**config.mk**
```make
export PLATFORM = sky130hd
export DESIGN_NAME = mix_columns_engine_flat
export DESIGN_NICKNAME = d
export VERILOG_FILES = /design/src/rtl/mix_columns_engine_if.sv /design/src/rtl/mix_columns_engine.sv /design/src/flat_wrapper.sv
export SDC_FILE = /design/constraint.sdc
export NUM_CORES = 1
export LEC_CHECK = 0
export BUFFER_PORTS_ARGS = -buffer_cell sky130_fd_sc_hd__buf_2
export CORE_UTILIZATION = 45
export DETAILED_ROUTE_END_ITERATION = 7
export PLACE_DENSITY_LB_ADDON = 0.25
export SLEW_MARGIN = 10
export SYNTH_ARGS = -nofsm -noshare
export SYNTH_HDL_FRONTEND = slang
export SYNTH_SLANG_ARGS = --single-unit
```
**constraint.sdc**
```tcl
create_clock -name clk -period 2 [get_ports clk]
set_clock_uncertainty 0.15 [all_clocks]
set_input_delay 0 -clock clk [delete_from_list [all_inputs] [get_ports clk]]
set_output_delay 0 -clock clk [all_outputs]
set_load 0.01 [all_outputs]
```
**src/rtl/mix_columns_engine_if.sv**
```systemverilog
// Handshake bundle for mix_columns_engine: state input channel, result channel and busy flag.
interface mix_columns_engine_if;
  logic         in_valid;
  logic         in_ready;
  logic [127:0] in_data;
  logic         in_inv;
  logic         out_valid;
  logic         out_ready;
  logic [127:0] out_data;
  logic         busy;

  modport master (
    output in_valid, in_data, in_inv, out_ready,
    input  in_ready, out_valid, out_data, busy
  );

  modport slave (
    input  in_valid, in_data, in_inv, out_ready,
    output in_ready, out_valid, out_data, busy
  );
endinterface

```
**src/rtl/mix_columns_engine.sv**
```systemverilog
// Sequential AES MixColumns engine transforming COLS_PER_CYCLE columns per clock.
// Define MIXCOL_INV_EN to build the InvMixColumns path selected by in_inv.

module mix_col_lane (
  input  logic [31:0] col,
`ifdef MIXCOL_INV_EN
  input  logic        inv,
`endif
  output logic [31:0] res
);
  // Byte-parallel xtime: each byte shifted left, 0x1B folded in where its MSB was set.
  function automatic logic [31:0] xt4(input logic [31:0] w);
    logic [31:0] l;
    l = (w >> 7) & 32'h0101_0101;
    return ((w << 1) & 32'hFEFE_FEFE) ^ (l << 4) ^ (l << 3) ^ (l << 1) ^ l;
  endfunction

  // Rotate so byte i of the result is byte i+n of the input (row 0 in the MSB).
  function automatic logic [31:0] rl1(input logic [31:0] w);
    return {w[23:0], w[31:24]};
  endfunction
  function automatic logic [31:0] rl2(input logic [31:0] w);
    return {w[15:0], w[31:16]};
  endfunction
  function automatic logic [31:0] rl3(input logic [31:0] w);
    return {w[7:0], w[31:8]};
  endfunction

  logic [31:0] m2, m3, fwd;

  assign m2  = xt4(col);
  assign m3  = m2 ^ col;
  assign fwd = m2 ^ rl1(m3) ^ rl2(col) ^ rl3(col);

`ifdef MIXCOL_INV_EN
  logic [31:0] m4, m8, m9, mb, md, me, rev;

  assign m4  = xt4(m2);
  assign m8  = xt4(m4);
  assign m9  = m8 ^ col;
  assign mb  = m8 ^ m2 ^ col;
  assign md  = m8 ^ m4 ^ col;
  assign me  = m8 ^ m4 ^ m2;
  assign rev = me ^ rl1(mb) ^ rl2(md) ^ rl3(m9);
  assign res = inv ? rev : fwd;
`else
  assign res = fwd;
`endif
endmodule

module mix_columns_engine #(
  parameter int COLS_PER_CYCLE = 4
) (
  input  logic                 clk,
  input  logic                 rst_n,
  mix_columns_engine_if.slave  bus
);
  localparam int ITER = 4 / COLS_PER_CYCLE;
  localparam int CIW  = (ITER > 1) ? $clog2(ITER) : 1;
  localparam logic [CIW-1:0] LAST = CIW'(ITER - 1);

  if (COLS_PER_CYCLE != 1 && COLS_PER_CYCLE != 2 && COLS_PER_CYCLE != 4) begin : g_bad_cfg
    $error("mix_columns_engine: COLS_PER_CYCLE must be 1, 2 or 4");
  end

  typedef enum logic [1:0] {IDLE, BUSY, DONE} state_e;

  state_e                          state_q, state_d;
  logic [CIW-1:0]                  col_idx_q, col_idx_d;
  logic [3:0][31:0]                work_q, work_d, work_nx;
  logic [127:0]                    out_data_q, out_data_d;
  logic                            out_valid_q, out_valid_d;
  logic                            in_ready_q, in_ready_d;
  logic                            busy_q, busy_d;
  logic [COLS_PER_CYCLE-1:0][31:0] lane_in, lane_out;

`ifdef MIXCOL_INV_EN
  logic mode_q, mode_d;
`else
  logic unused_in_inv;
  assign unused_in_inv = bus.in_inv;
`endif

  // work_q[3] is column 0 (bits 127:96); lane k serves column col_idx*COLS_PER_CYCLE+k.
  for (genvar k = 0; k < COLS_PER_CYCLE; k++) begin : g_lane
    logic [1:0] pos;
    assign pos         = 2'(3 - k - int'(col_idx_q) * COLS_PER_CYCLE);
    assign lane_in[k]  = work_q[pos];

    mix_col_lane u_lane (
      .col (lane_in[k]),
`ifdef MIXCOL_INV_EN
      .inv (mode_q),
`endif
      .res (lane_out[k])
    );
  end

  for (genvar c = 0; c < 4; c++) begin : g_wb
    assign work_nx[3-c] = (col_idx_q == CIW'(c / COLS_PER_CYCLE)) ?
                          lane_out[c % COLS_PER_CYCLE] : work_q[3-c];
  end

  always_comb begin
    state_d     = state_q;
    col_idx_d   = col_idx_q;
    work_d      = work_q;
    out_data_d  = out_data_q;
    out_valid_d = out_valid_q;
    in_ready_d  = in_ready_q;
    busy_d      = busy_q;
`ifdef MIXCOL_INV_EN
    mode_d      = mode_q;
`endif
    unique case (state_q)
      IDLE: begin
        in_ready_d = 1'b1;
        if (bus.in_valid && in_ready_q) begin
          work_d     = bus.in_data;
          col_idx_d  = '0;
          state_d    = BUSY;
          in_ready_d = 1'b0;
          busy_d     = 1'b1;
`ifdef MIXCOL_INV_EN
          mode_d     = bus.in_inv;
`endif
        end
      end
      BUSY: begin
        work_d    = work_nx;
        col_idx_d = col_idx_q + 1'b1;
        if (col_idx_q == LAST) begin
          col_idx_d   = '0;
          state_d     = DONE;
          out_valid_d = 1'b1;
          out_data_d  = work_nx;
        end
      end
      DONE: begin
        // Return to IDLE with in_ready already set so the next state is taken one cycle later.
        if (bus.out_ready) begin
          state_d     = IDLE;
          out_valid_d = 1'b0;
          busy_d      = 1'b0;
          in_ready_d  = 1'b1;
        end
      end
      default: state_d = IDLE;
    endcase
  end

  always_ff @(posedge clk or negedge rst_n) begin
    if (!rst_n) begin
      state_q     <= IDLE;
      col_idx_q   <= '0;
      work_q      <= '0;
      out_data_q  <= '0;
      out_valid_q <= 1'b0;
      in_ready_q  <= 1'b0;
      busy_q      <= 1'b0;
`ifdef MIXCOL_INV_EN
      mode_q      <= 1'b0;
`endif
    end else begin
      state_q     <= state_d;
      col_idx_q   <= col_idx_d;
      work_q      <= work_d;
      out_data_q  <= out_data_d;
      out_valid_q <= out_valid_d;
      in_ready_q  <= in_ready_d;
      busy_q      <= busy_d;
`ifdef MIXCOL_INV_EN
      mode_q      <= mode_d;
`endif
    end
  end

  assign bus.in_ready  = in_ready_q;
  assign bus.out_valid = out_valid_q;
  assign bus.out_data  = out_data_q;
  assign bus.busy      = busy_q;
endmodule

```
**src/flat_wrapper.sv**
```systemverilog
// flat-port wrapper written by rule: the top's interface ports become plain ports
module mix_columns_engine_flat 
#(
  parameter int COLS_PER_CYCLE = 4
)
  (clk, rst_n, bus_in_valid, bus_in_data, bus_in_inv, bus_out_ready, bus_in_ready, bus_out_valid, bus_out_data, bus_busy);
  mix_columns_engine_if bus_i ();
  input  logic clk;
  input  logic rst_n;
  input wire logic [$bits(bus_i.in_valid)-1:0] bus_in_valid;
  input wire logic [$bits(bus_i.in_data)-1:0] bus_in_data;
  input wire logic [$bits(bus_i.in_inv)-1:0] bus_in_inv;
  input wire logic [$bits(bus_i.out_ready)-1:0] bus_out_ready;
  output wire logic [$bits(bus_i.in_ready)-1:0] bus_in_ready;
  output wire logic [$bits(bus_i.out_valid)-1:0] bus_out_valid;
  output wire logic [$bits(bus_i.out_data)-1:0] bus_out_data;
  output wire logic [$bits(bus_i.busy)-1:0] bus_busy;
  assign bus_i.in_valid = bus_in_valid;
  assign bus_i.in_data = bus_in_data;
  assign bus_i.in_inv = bus_in_inv;
  assign bus_i.out_ready = bus_out_ready;
  assign bus_in_ready = bus_i.in_ready;
  assign bus_out_valid = bus_i.out_valid;
  assign bus_out_data = bus_i.out_data;
  assign bus_busy = bus_i.busy;
  mix_columns_engine #(.COLS_PER_CYCLE(COLS_PER_CYCLE)) u_core (.clk(clk), .rst_n(rst_n), .bus(bus_i));
endmodule
```
==> summary.md, run 1 <==
| Metric | Value |
|---|---|
| Wire per inst | 17.7 µm |
| Critical path capture point type | flip-flop |
| Crit path DAT | 2190 ps |
| Clock-pin slew on the worst setup and hold paths | 70 ps |
| Worst Path Required | 2320 ps |
| # rows | 67 |
| Cell type with the largest total area after synthesis | dfrtp_1 |
| Synth cell types | 38 |
| Iter 0 DRT Violations | 563 |
| All-Layer GR Usage | 0.233 |
| Diodes inserted | 0 |
| Placer Congestion | 0.826 |
| Mapped cell area | 15400 µm² |
| First-pass GRT wire length | 64900 µm |
| Synth-to-Final Area Change | 28.5% |
| Internal power | 0.0290 W |
| Sequential area share after synthesis | 0.424 |
| # clock sinks | 261 |
| Largest net degree at the start of global routing | 87 |
| Avg Cell Area, Syn | 10.8 µm² |
| Die Area | 35000 µm² |
| FFs w/ async S/R, synth | 1.00 |
| Seq cells post-synth | 261 |
| Clock Tree Root | clkbuf_16 |
| Slew Limit Fails | 0 |
| Min cycle time layout | 1870 ps |
| DP HPWL | 27200 µm |
| Initial Utilization | 0.459 |
| Max_cap viols | 0 |
| Clk buf depth | 3 |
| NetSw | 0.0181 W |
| Min-Delay Path Class | in2reg |
| Unrepaired setup endpoints after global routing | no |
| Primary FF master, synth | dfrtp_1 |
| Worst-skew pair later-pin latency | 550 ps |
| Via count of the first global-routing pass | 11700 |
| Remaining DRCs | 0 |
| WL final | 40100 µm |
| Setup-failing EPs final | 0 |
| Die Y | 187 µm |
| Core area | 33600 µm² |
| Status | finished, final reports clean |
| Synth top area share | 0.424 |
| WHS | 62.3 ps |
| Synth cell count leaders | nand2_1 (388), dfrtp_1 (261), a21oi_1 (165) |
| Sequential share of power | 0.239 |
| Top-count cell post-synth | nand2_1 |
| CTS tree | built |
| Max Freq | 534 MHz |
| Worst vdd ir | 1.32 mV |
| Cells after DPL | 2085 |
| Total negative slack | 0 ps |
| H-Tree Depth | 1 |
| Ports | 264 |
| Crit Path Max Fanout | 36 |
| Startpoint Class | flip-flop |
| Layout cells sized above 1 | 0.220 |
| Gr ovfl total | 0 |
| Sw frac | 0.385 |
| PwrDens | 2380 nW/µm² |
| Logic pwr share | 0.633 |
| Number of fill cells | 2848 |
| IO Port Bufs | 262 |
| Chip Width | 187 µm |
| Fin nets | 1933 |
| Antenna Nets Post-Route | 0 |
| Vias per cell | 5.09 |
| Synth area leaders | dfrtp_1 (42%), xnor3_1 (17%), nand2_1 (9.4%), a21oi_1 (5.4%), xnor2_1 (5.3%) |
| Non-filler instance count after layout | 2269 |
| Syn Nets | 1560 |
| Pleak | 10.3 nW |
| Max-slew headroom | 0.653 |
| Slew @ Worst Pin | 517 ps |
| Clock network fraction of total power | 0.128 |
| Synth Instances | 1427 |
| Drt first pass iters | 5 |
| Number of synthesized flops with an enable pin | 0 |
| # resized after CTS | 0 |
| Period utilisation layout | 0.936 |
| YS warnings | 0 |
| Vias | 11500 |
| Clock buffer count from CTS | 28 |
| Crit Path Category | reg2reg |
| Initial antenna violation count | 0 |
| Final hold vios | 0 |
[per-stage QoR]
step	power, W	worst slack (ps)	util	cell area (µm²)
floorplan	0.0341	345	-	15400
global placement	0.0404	186	0.517	17400
detailed placement	0.0409	140	0.517	17400
CTS	0.0475	127	0.589	19800
global route	0.0505	29.3	0.589	19800
finish	0.0471	128	0.589	19800
[cell type report]
cell class	count	area [µm²]	share of cell area
Multi-Input combinational cell	1056	8390	0.424
Sequential cell	261	6530	0.330
Timing Repair Buffer	449	3220	0.162
Clock buffer	38	840	0.0424
Tap cell	448	561	0.0283
Clock inverter	13	256	0.0129
Inverter	4	15.0	0.000758
[path summary, 6_finish.rpt]
path | from | slack, ps | end | cells after the start
hold reg to reg | u_core.bus.out_data[98] | 320 | u_core.bus.out_data[98] | 2
setup / recovery | u_core.state_q[1] | 130 | u_core.work_q[39] | 5
setup reg to reg | u_core.state_q[1] | 130 | u_core.work_q[39] | 5
max in group asynchronous | rst_n | 780 | u_core.bus.out_data[125] | 5
hold / removal | bus_in_data[75] | 60 | u_core.work_q[75] | 4
min in group asynchronous | rst_n | 470 | u_core.work_q[48] | 4
[critical path, stage by stage, from the launching register on]
cell and delay, ps:
dfrtp_1 570, inv_2 200, nand2_4 160, buf_4 370, a21oi_1 150, a21oi_1 180
[layer usage]
layer / GRT usage / wire (µm) / vias up
li1: - / - / 5483
met1: 0.334 / 18300 / 5699
met2: 0.377 / 19000 / 308
met3: 0.0315 / 2050 / 49
met4: 0.0526 / 670 / 0
met5: 0 / 0 / -
[state kept, by name (all words and copies together), names as in the netlist]
signal,cells
u_core.bus.in_ready,1
u_core.bus.busy,1
u_core.bus.out_valid,1
u_core.state_q,2
u_core.work_q,128
u_core.bus.out_data,128
[kinds of logic (layout without fill, tap and decap cells)]
kind of cell           count (synthesis)  in the layout  synth area share
AND/OR/NAND/NOR                      485            485             0.120
XOR/XNOR                             308            308             0.322
flip-flops                           261            261             0.424
AO/OA/AOI/OAI                        258            258            0.0969
buffers and inverters                110            504            0.0338
multiplexers                           5              5           0.00365
[layout by cell type (no fill, tap or decap), types with 3 or more instances in the layout]
cell / instances
nand2_1: 387
a221oi_1: 3
clkinv_4: 3
xor3_1: 31
o21ai_1: 11
buf_12: 13
nor2_1: 89
nand3b_1: 3
o22ai_1: 8
clkbuf_16: 29
o22a_1: 6
dlygate4sd3_1: 132
bufinv_16: 7
clkbuf_8: 8
buf_4: 42
dfrtp_1: 261
a22oi_1: 36
buf_2: 261
a21oi_1: 165
o21ai_0: 7
xnor3_1: 118
mux2_2: 5
xnor2_1: 94
xnor2_2: 17
xor2_1: 44
o211ai_1: 14
[power by group through the flow]
stage / Combinational [W] / Clock [W] / Sequential, W
after floorplan: 0.0235 / 0 / 0.0106
after global placement: 0.0292 / 0 / 0.0112
after detailed placement: 0.0296 / 0 / 0.0113
after CTS: 0.0301 / 0.00618 / 0.0113
after global routing: 0.0325 / 0.00638 / 0.0117
final: 0.0298 / 0.00605 / 0.0113
[what timing repair did]
item	in CTS	in global routing
setup buffers	0	0
endpoints found under the setup margin	0	0
endpoints found under the hold margin	393	0
hold buffers	133	0
Power figures use the tool's default switching activity.
==> inputs of run 2 (changes only) <==
- ABC_AREA: not set -> 1
==> run 2 against run 1 <==
- register-to-register slack barely moved
- utilization is 2.2 points lower
- synthesized cell count rose by 67%
- sequential power grew 4%
- via count grew 40%
- setup slack worse by 11 ps
- clock-buffer cell count grew 5
- combinational power is 9.1% lower
- critical endpoint is now u_core.work_q[64]
- largest cell class unchanged
==> summary.md, run 2 <==
| Metric | Value |
|---|---|
| Final hold vios | 0 (unchanged) |
| Drt first pass iters | 6 (+1) |
| H-Tree Depth | 1 (unchanged) |
| Primary FF master, synth | dfrtp_1 |
| Final Util | 0.568 (-0.0218) |
| Met2 Use GR | 0.434 (+0.0575) |
| Sequential share of power | 0.263 (+0.024) |
| Synth Instances | 2379 (+67%) |
| Syn Nets | 2512 (+61%) |
| Synth Area in Simple Gates | 0.298 (+0.178) |
| Post-synthesis mux area share | 0 (-0.00365) |
| Max_cap viols | 0 (unchanged) |
| Slew Limit Fails | 0 (unchanged) |
| Vias per cell | 5.06 (-0.44%) |
| First-pass GRT wire length | 80000 µm (+23%) |
| Top-count cell post-synth | nand2_1 |
| # clock sinks | 261 (unchanged) |
| Grt peak-use layer | met2 |
| CTS tree | built |
| Adder-Cell Fraction of Synth Area | 0 (unchanged) |
| FFs w/ async S/R, synth | 1.00 (unchanged) |
| Internal power | 0.0221 W (-24%) |
| Min-Delay Path Class | in2reg |
| Logic pwr share | 0.611 (-0.022) |
| Pleak | 11.3 nW (+9.6%) |
| Synth cell count leaders | nand2_1 (877), dfrtp_1 (261), inv_1 (196) |
| Clock Tree Root | clkbuf_16 |
| Initial Utilization | 0.459 (about the same) |
| Antenna Nets Post-Route | 0 (unchanged) |
| Worst-skew pair later-pin latency | 580 ps (+30 ps) |
| Chip Width | 196 µm (+4.6%) |
| Sequential area share after synthesis | 0.387 (-0.0367) |
| Unrepaired setup endpoints after global routing | no |
| Worst Path Required | 2290 ps (-30 ps) |
| Placer Congestion | 0.907 (+9.8%) |
| Worst vdd ir | 0.830 mV (-37%) |
| Mapped cell area | 16900 µm² (+9.5%) |
| WL final | 48900 µm (+22%) |
| Commonest non-fill, non-tap cell in the layout | nand2_1 |
| Cell type with the largest total area after synthesis | dfrtp_1 |
| Initial antenna violation count | 2 (+2) |
| Slew @ Worst Pin | 556 ps (+39.4 ps) |
| Crit Path Category | reg2reg |
| Die Y | 196 µm (+4.6%) |
| Largest net degree at the start of global routing | 91 (+4.6%) |
| All-Layer GR Usage | 0.256 (+0.0236) |
| Crit-path slowest cell | dfrtp_1 |
| Fin nets | 2837 (+47%) |
| Most frequent cells in the layout | nand2_1 (877), buf_2 (261), dfrtp_1 (261) |
| Status | finished, final reports clean |
| Cells after DPL | 3006 (+44%) |
| Post-route cell area | 20900 µm² (+5.4%) |
| Number of synthesized flops with an enable pin | 0 (unchanged) |
| Sw frac | 0.503 (+0.118) |
| Largest family of logic cells by synthesized area | simple AND/OR/NAND/NOR gates |
| Core area | 36800 µm² (+9.4%) |
| # rows | 70 (+4.5%) |
| Max stage delay on crit path | 440 ps (-130 ps) |
| Wire per inst | 15.3 µm (-13%) |
| Placed cell area | 18500 µm² (+6.4%) |
| Synth cell types | 37 (-2.6%) |
| YS warnings | 0 (unchanged) |
| Layout cells sized above 1 | 0.146 (-0.0739) |
| Max Freq | 531 MHz (-0.56%) |
| Post-Synth XOR/XNOR Area | 0.134 (-0.188) |
| Iter 0 DRT Violations | 812 (+44%) |
| Clock-pin slew on the worst setup and hold paths | 60 ps (about the same) |
| Max-slew headroom | 0.628 (-0.0247) |
| Gr ovfl total | 0 (unchanged) |
| Crit Path Max Fanout | 33 (-8.3%) |
| Grt met3 use | 0.0347 (+0.00321) |
| Setup-failing EPs final | 0 (unchanged) |
| Met1 usage | 0.334 (-0.000518) |
| Seq cells post-synth | 261 (unchanged) |
| Critical Path, Cell by Cell | nor2_4, inv_6, buf_12, buf_12, o21ai_0, a22oi_1 |
| IO Port Bufs | 262 (unchanged) |
| CP dominant cell by count | buf_12 |
| Synth-to-Final Area Change | 23.7% |
| DP HPWL | 34000 µm (+25%) |
| Cell count of the worst reg-to-reg path | 6 (+1) |
| Vias | 16200 (+40%) |
| Clock buffer count from CTS | 30 (+7.1%) |
| Period utilisation layout | 0.941 (+0.00526) |
| Avg Cell Area, Syn | 7.10 µm² (-34%) |
| Ports | 264 (unchanged) |
| Die Area | 38300 µm² (+9.4%) |
| Power Total | 0.0445 W (-5.7%) |
| Crit path DAT | 2170 ps (-20 ps) |
| Compound-Gate Fraction of Synth Area | 0.0892 (-0.00773) |
| Critical path capture point type | flip-flop |
| Synth area leaders | dfrtp_1 (39%), nand2_1 (20%), xor2_1 (8.4%), nand3_1 (5.6%), xnor2_1 (4.8%) |
| Hold path depth | 4 (unchanged) |
| PwrDens | 2130 nW/µm² (-10%) |
| Clock network fraction of total power | 0.127 (about the same) |
| Post-CTS setup buffers | 0 (unchanged) |
| Min cycle time layout | 1880 ps (+10.5 ps) |
| Via count of the first global-routing pass | 16100 (+37%) |
| Clk buf depth | 3 (unchanged) |
| Non-filler instance count after layout | 3197 (+41%) |
| Synth top area share | 0.387 (-0.0367) |
| Startpoint Class | flip-flop |
| Remaining DRCs | 0 (unchanged) |
| NetSw | 0.0224 W (+23%) |
## run 2: area by class of cell
cell class,count,area [µm²]
Antenna cell,2,5.00
Clock inverter,12,118
Tap cell,468,586
Timing Repair Buffer,434,3150
Inverter,205,782
Clock buffer,43,891
Multi-Input combinational cell,1772,8820
Sequential cell,261,6530
Fill cell,3429,15900
## run 2: kinds of logic after synthesis
family	count (synthesis)
simple gates	1241
xor+xnor	257
buf+inv	347
compound gates	273
flops	261
## run 2: stage by stage
step / TNS (ps) / hold WS, ps / setup slack (ps)
2_1_floorplan: 0 / -446 / 491
3_3_place_gp: 0 / -242 / 39.9
3_5_place_dp: -2.93 / -239 / -2.93
4_1_cts: 0 / 9.15 / 24.7
5_1_grt: 0 / 27.3 / 9.41
6_report: 0 / 38.4 / 118
## run 2: power groups by stage
| stage | clock [W] | combinational, W | sequential (W) |
|---|---|---|---|
| floorplan | 0 | 0.0218 | 0.0102 |
| global placement | 0 | 0.0258 | 0.0116 |
| detailed placement | 0 | 0.0267 | 0.0117 |
| CTS | 0.00576 | 0.0271 | 0.0116 |
| global route | 0.00595 | 0.0310 | 0.0121 |
| finish | 0.00564 | 0.0271 | 0.0117 |
## run 2: metal layers
layer | vias up | wire, µm
met2 | 472 | 23100
met4 | 0 | 1590
li1 | 8062 | -
met3 | 104 | 2830
met5 | - | 0
met1 | 7548 | 21400
## run 2: final timing paths
path | slack [ps] | to | startpoint
worst max-delay path | 120 | u_core.work_q[64] | u_core.state_q[1]
worst min-delay path | 40 | u_core.work_q[109] | bus_in_data[109]
worst max register to register | 120 | u_core.work_q[64] | u_core.state_q[1]
worst min register to register | 320 | u_core.bus.out_data[108] | u_core.bus.out_data[108]
max in group asynchronous | 870 | u_core.work_q[108] | rst_n
min in group asynchronous | 410 | u_core.bus.out_data[59] | rst_n
## run 2: critical path, delay by kind of cell (launching register included)
family / cells / cell delay, ps
AOI/OAI and AO/OA: 2 / 260
buffers and inverters: 3 / 520
DFF: 1 / 440
and+or+nand+nor: 1 / 370
## run 2: repair_timing
item	CTS	global route
resized for setup	0	4
hold endpoints to repair	394	0
hold buffers	133	0
setup endpoints to repair	15	86
cloned	1	0
pin swaps	1	0
==> inputs of run 3 (changes only) <==
- CORE_UTILIZATION: 45 -> 58
- GPL_TIMING_DRIVEN: not set -> 0
==> run 3 against run 2 <==
- worst hold slack better by 58 ps
- cell area is 0.80% higher
- combinational power is 15% higher
- total power is 4.2% higher
- final cell count is 0.50% higher
- clock-buffer cell count is 3 lower
- routed wire length is 21% higher
- global-route usage is 14 points higher
- flip-flop and latch count stayed put
- largest cell class unchanged
==> summary.md, run 3 (synthesis results as in run 2) <==
| Metric | Value |
|---|---|
| Fin nets | 2946 (+3.8%) |
| Post-CTS setup buffers | 0 (unchanged) |
| Crit Path Max Fanout | 10 (-70%) |
| Most frequent cells in the layout | nand2_1 (877), buf_2 (351), dfrtp_1 (261) |
| Final hold vios | 0 (unchanged) |
| Commonest non-fill, non-tap cell in the layout | nand2_1 |
| # clock sinks | 261 (unchanged) |
| Gr ovfl total | 0 (unchanged) |
| Max stage delay on crit path | 450 ps (about the same) |
| All-Layer GR Usage | 0.395 (+0.139) |
| Antenna Nets Post-Route | 0 (unchanged) |
| Period utilisation layout | 0.980 (+0.0384) |
| Clock-pin slew on the worst setup and hold paths | 60 ps (about the same) |
| Crit-path slowest cell | dfrtp_1 |
| Core area | 28700 µm² (-22%) |
| Layout cells sized above 1 | 0.171 (+0.0245) |
| Die Y | 173 µm (-12%) |
| H-Tree Depth | 1 (unchanged) |
| Critical path capture point type | flip-flop |
| Setup-failing EPs final | 0 (unchanged) |
| Number of fill cells | 2296 (-33%) |
| Pleak | 11.5 nW (+2.2%) |
| Slew Limit Fails | 0 (unchanged) |
| Min-Delay Path Class | in2reg |
| DP HPWL | 40100 µm (+18%) |
| Synth-to-Final Area Change | 24.7% |
| Initial antenna violation count | 1 (-1) |
| Startpoint Class | flip-flop |
| Clock buffer count from CTS | 29 (-3.3%) |
| Via count of the first global-routing pass | 17400 (+8.1%) |
| Min cycle time layout | 1960 ps (+76.9 ps) |
| # rows | 62 (-11%) |
| Clk buf depth | 3 (unchanged) |
| Non-filler instance count after layout | 3213 (+0.50%) |
| Drt first pass iters | 6 (unchanged) |
| Clock Tree Root | clkbuf_16 |
| Max Freq | 510 MHz (-3.9%) |
| Largest net degree at the start of global routing | 113 (+24%) |
| Area of all sequential standard cells | 6530 µm² (unchanged) |
| Remaining DRCs | 0 (unchanged) |
| Placed cell area | 18700 µm² (+1.3%) |
| Status | finished, final reports clean |
| Die Area | 29800 µm² (-22%) |
| IO Port Bufs | 262 (unchanged) |
| Power Total | 0.0463 W (+4.2%) |
| Initial Utilization | 0.588 (+0.129) |
| Placer Congestion | 0.958 (+5.6%) |
| WL final | 59300 µm (+21%) |
| Vias | 17800 (+9.7%) |
| Crit path DAT | 2260 ps (+90 ps) |
| Crit Path Category | reg2reg |
| CTS tree | built |
| Final Util | 0.733 (+0.166) |
| Cells after DPL | 3027 (+0.70%) |
| Multi-input gate area | 8810 µm² (about the same) |
| Worst-skew pair later-pin latency | 570 ps (about the same) |
| Chip Width | 173 µm (-12%) |
| Max_cap viols | 0 (unchanged) |
| Slew @ Worst Pin | 666 ps (+110 ps) |
| Unrepaired setup endpoints after global routing | yes |
| PwrDens | 2200 nW/µm² (+3.4%) |
| Iter 0 DRT Violations | 1725 (+110%) |
| Post-route cell area | 21000 µm² (+0.80%) |
| Max-slew headroom | 0.556 (-0.0721) |
| Worst vdd ir | 1.05 mV (+26%) |
| Worst Path Required | 2300 ps (about the same) |
| Critical Path, Cell by Cell | nor2_2, nand3_2, buf_2, clkbuf_2, o21ai_0, a21oi_1 |
| Wire per inst | 18.4 µm (+21%) |
| Ports | 264 (unchanged) |
| Vias per cell | 5.53 (+9.2%) |
| First-pass GRT wire length | 92300 µm (+15%) |
run 3: critical path: cells and delay by family, from the launching register on:
kind,cells,cell delay [ps]
buffers and inverters,2,530
DFF,1,450
and+or+nand+nor,2,290
AOI/OAI and AO/OA,2,420
run 3: timing repair:
| item | in CTS | in global routing |
|---|---|---|
| gates resized for setup | 5 | 25 |
| setup endpoints to repair | 5 | 39 |
| hold buffers | 139 | 0 |
| hold endpoints to repair | 394 | 0 |
run 3: cell type report:
cell class	instances	share of cell area
clock buffers	40	0.0388
plain buffers	142	0.0379
repair buffers	403	0.132
inverters	205	0.0369
clock inverters	6	0.00279
diodes	1	0.000119
flip-flops and latches	261	0.310
multi-input cells	1771	0.419
well taps	384	0.0228
run 3: routing by layer:
layer / global-route usage / wire (µm) / vias to the layer above
li1: - / - / 8262
met4: 0.189 / 2640 / 0
met5: 0 / 0 / -
met3: 0.0591 / 5280 / 207
met1: 0.517 / 23900 / 8363
met2: 0.644 / 27500 / 929
run 3: through the flow:
stage,TNS [ps],hold slack (ps),setup WS (ps)
6_report,0,95.9,40.7
5_1_grt,-23.1,122,-21.3
4_1_cts,0,81.8,3.52
3_5_place_dp,-247,-183,-139
3_3_place_gp,-1021120,61.0,-3940
2_1_floorplan,0,-446,491
run 3: where the power goes:
| part | switching (W) | internal [W] |
|---|---|---|
| Sequential | 0.00196 | 0.00807 |
| Combinational | 0.0200 | 0.0112 |
| Clock | 0.00225 | 0.00294 |
run 3: path summary, 6_finish.rpt:
| kind | cells after the start | end | slack (ps) | from |
|---|---|---|---|---|
| setup / recovery | 6 | u_core.work_q[32] | 40 | u_core.state_q[1] |
| hold / removal | 3 | u_core.state_q[1] | 100 | bus_out_ready |
| setup reg to reg | 6 | u_core.work_q[32] | 40 | u_core.state_q[1] |
| hold reg to reg | 2 | u_core.bus.busy | 320 | u_core.bus.busy |
| max in group asynchronous | 4 | u_core.work_q[27] | 380 | rst_n |
| min in group asynchronous | 3 | u_core.bus.out_data[90] | 360 | rst_n |
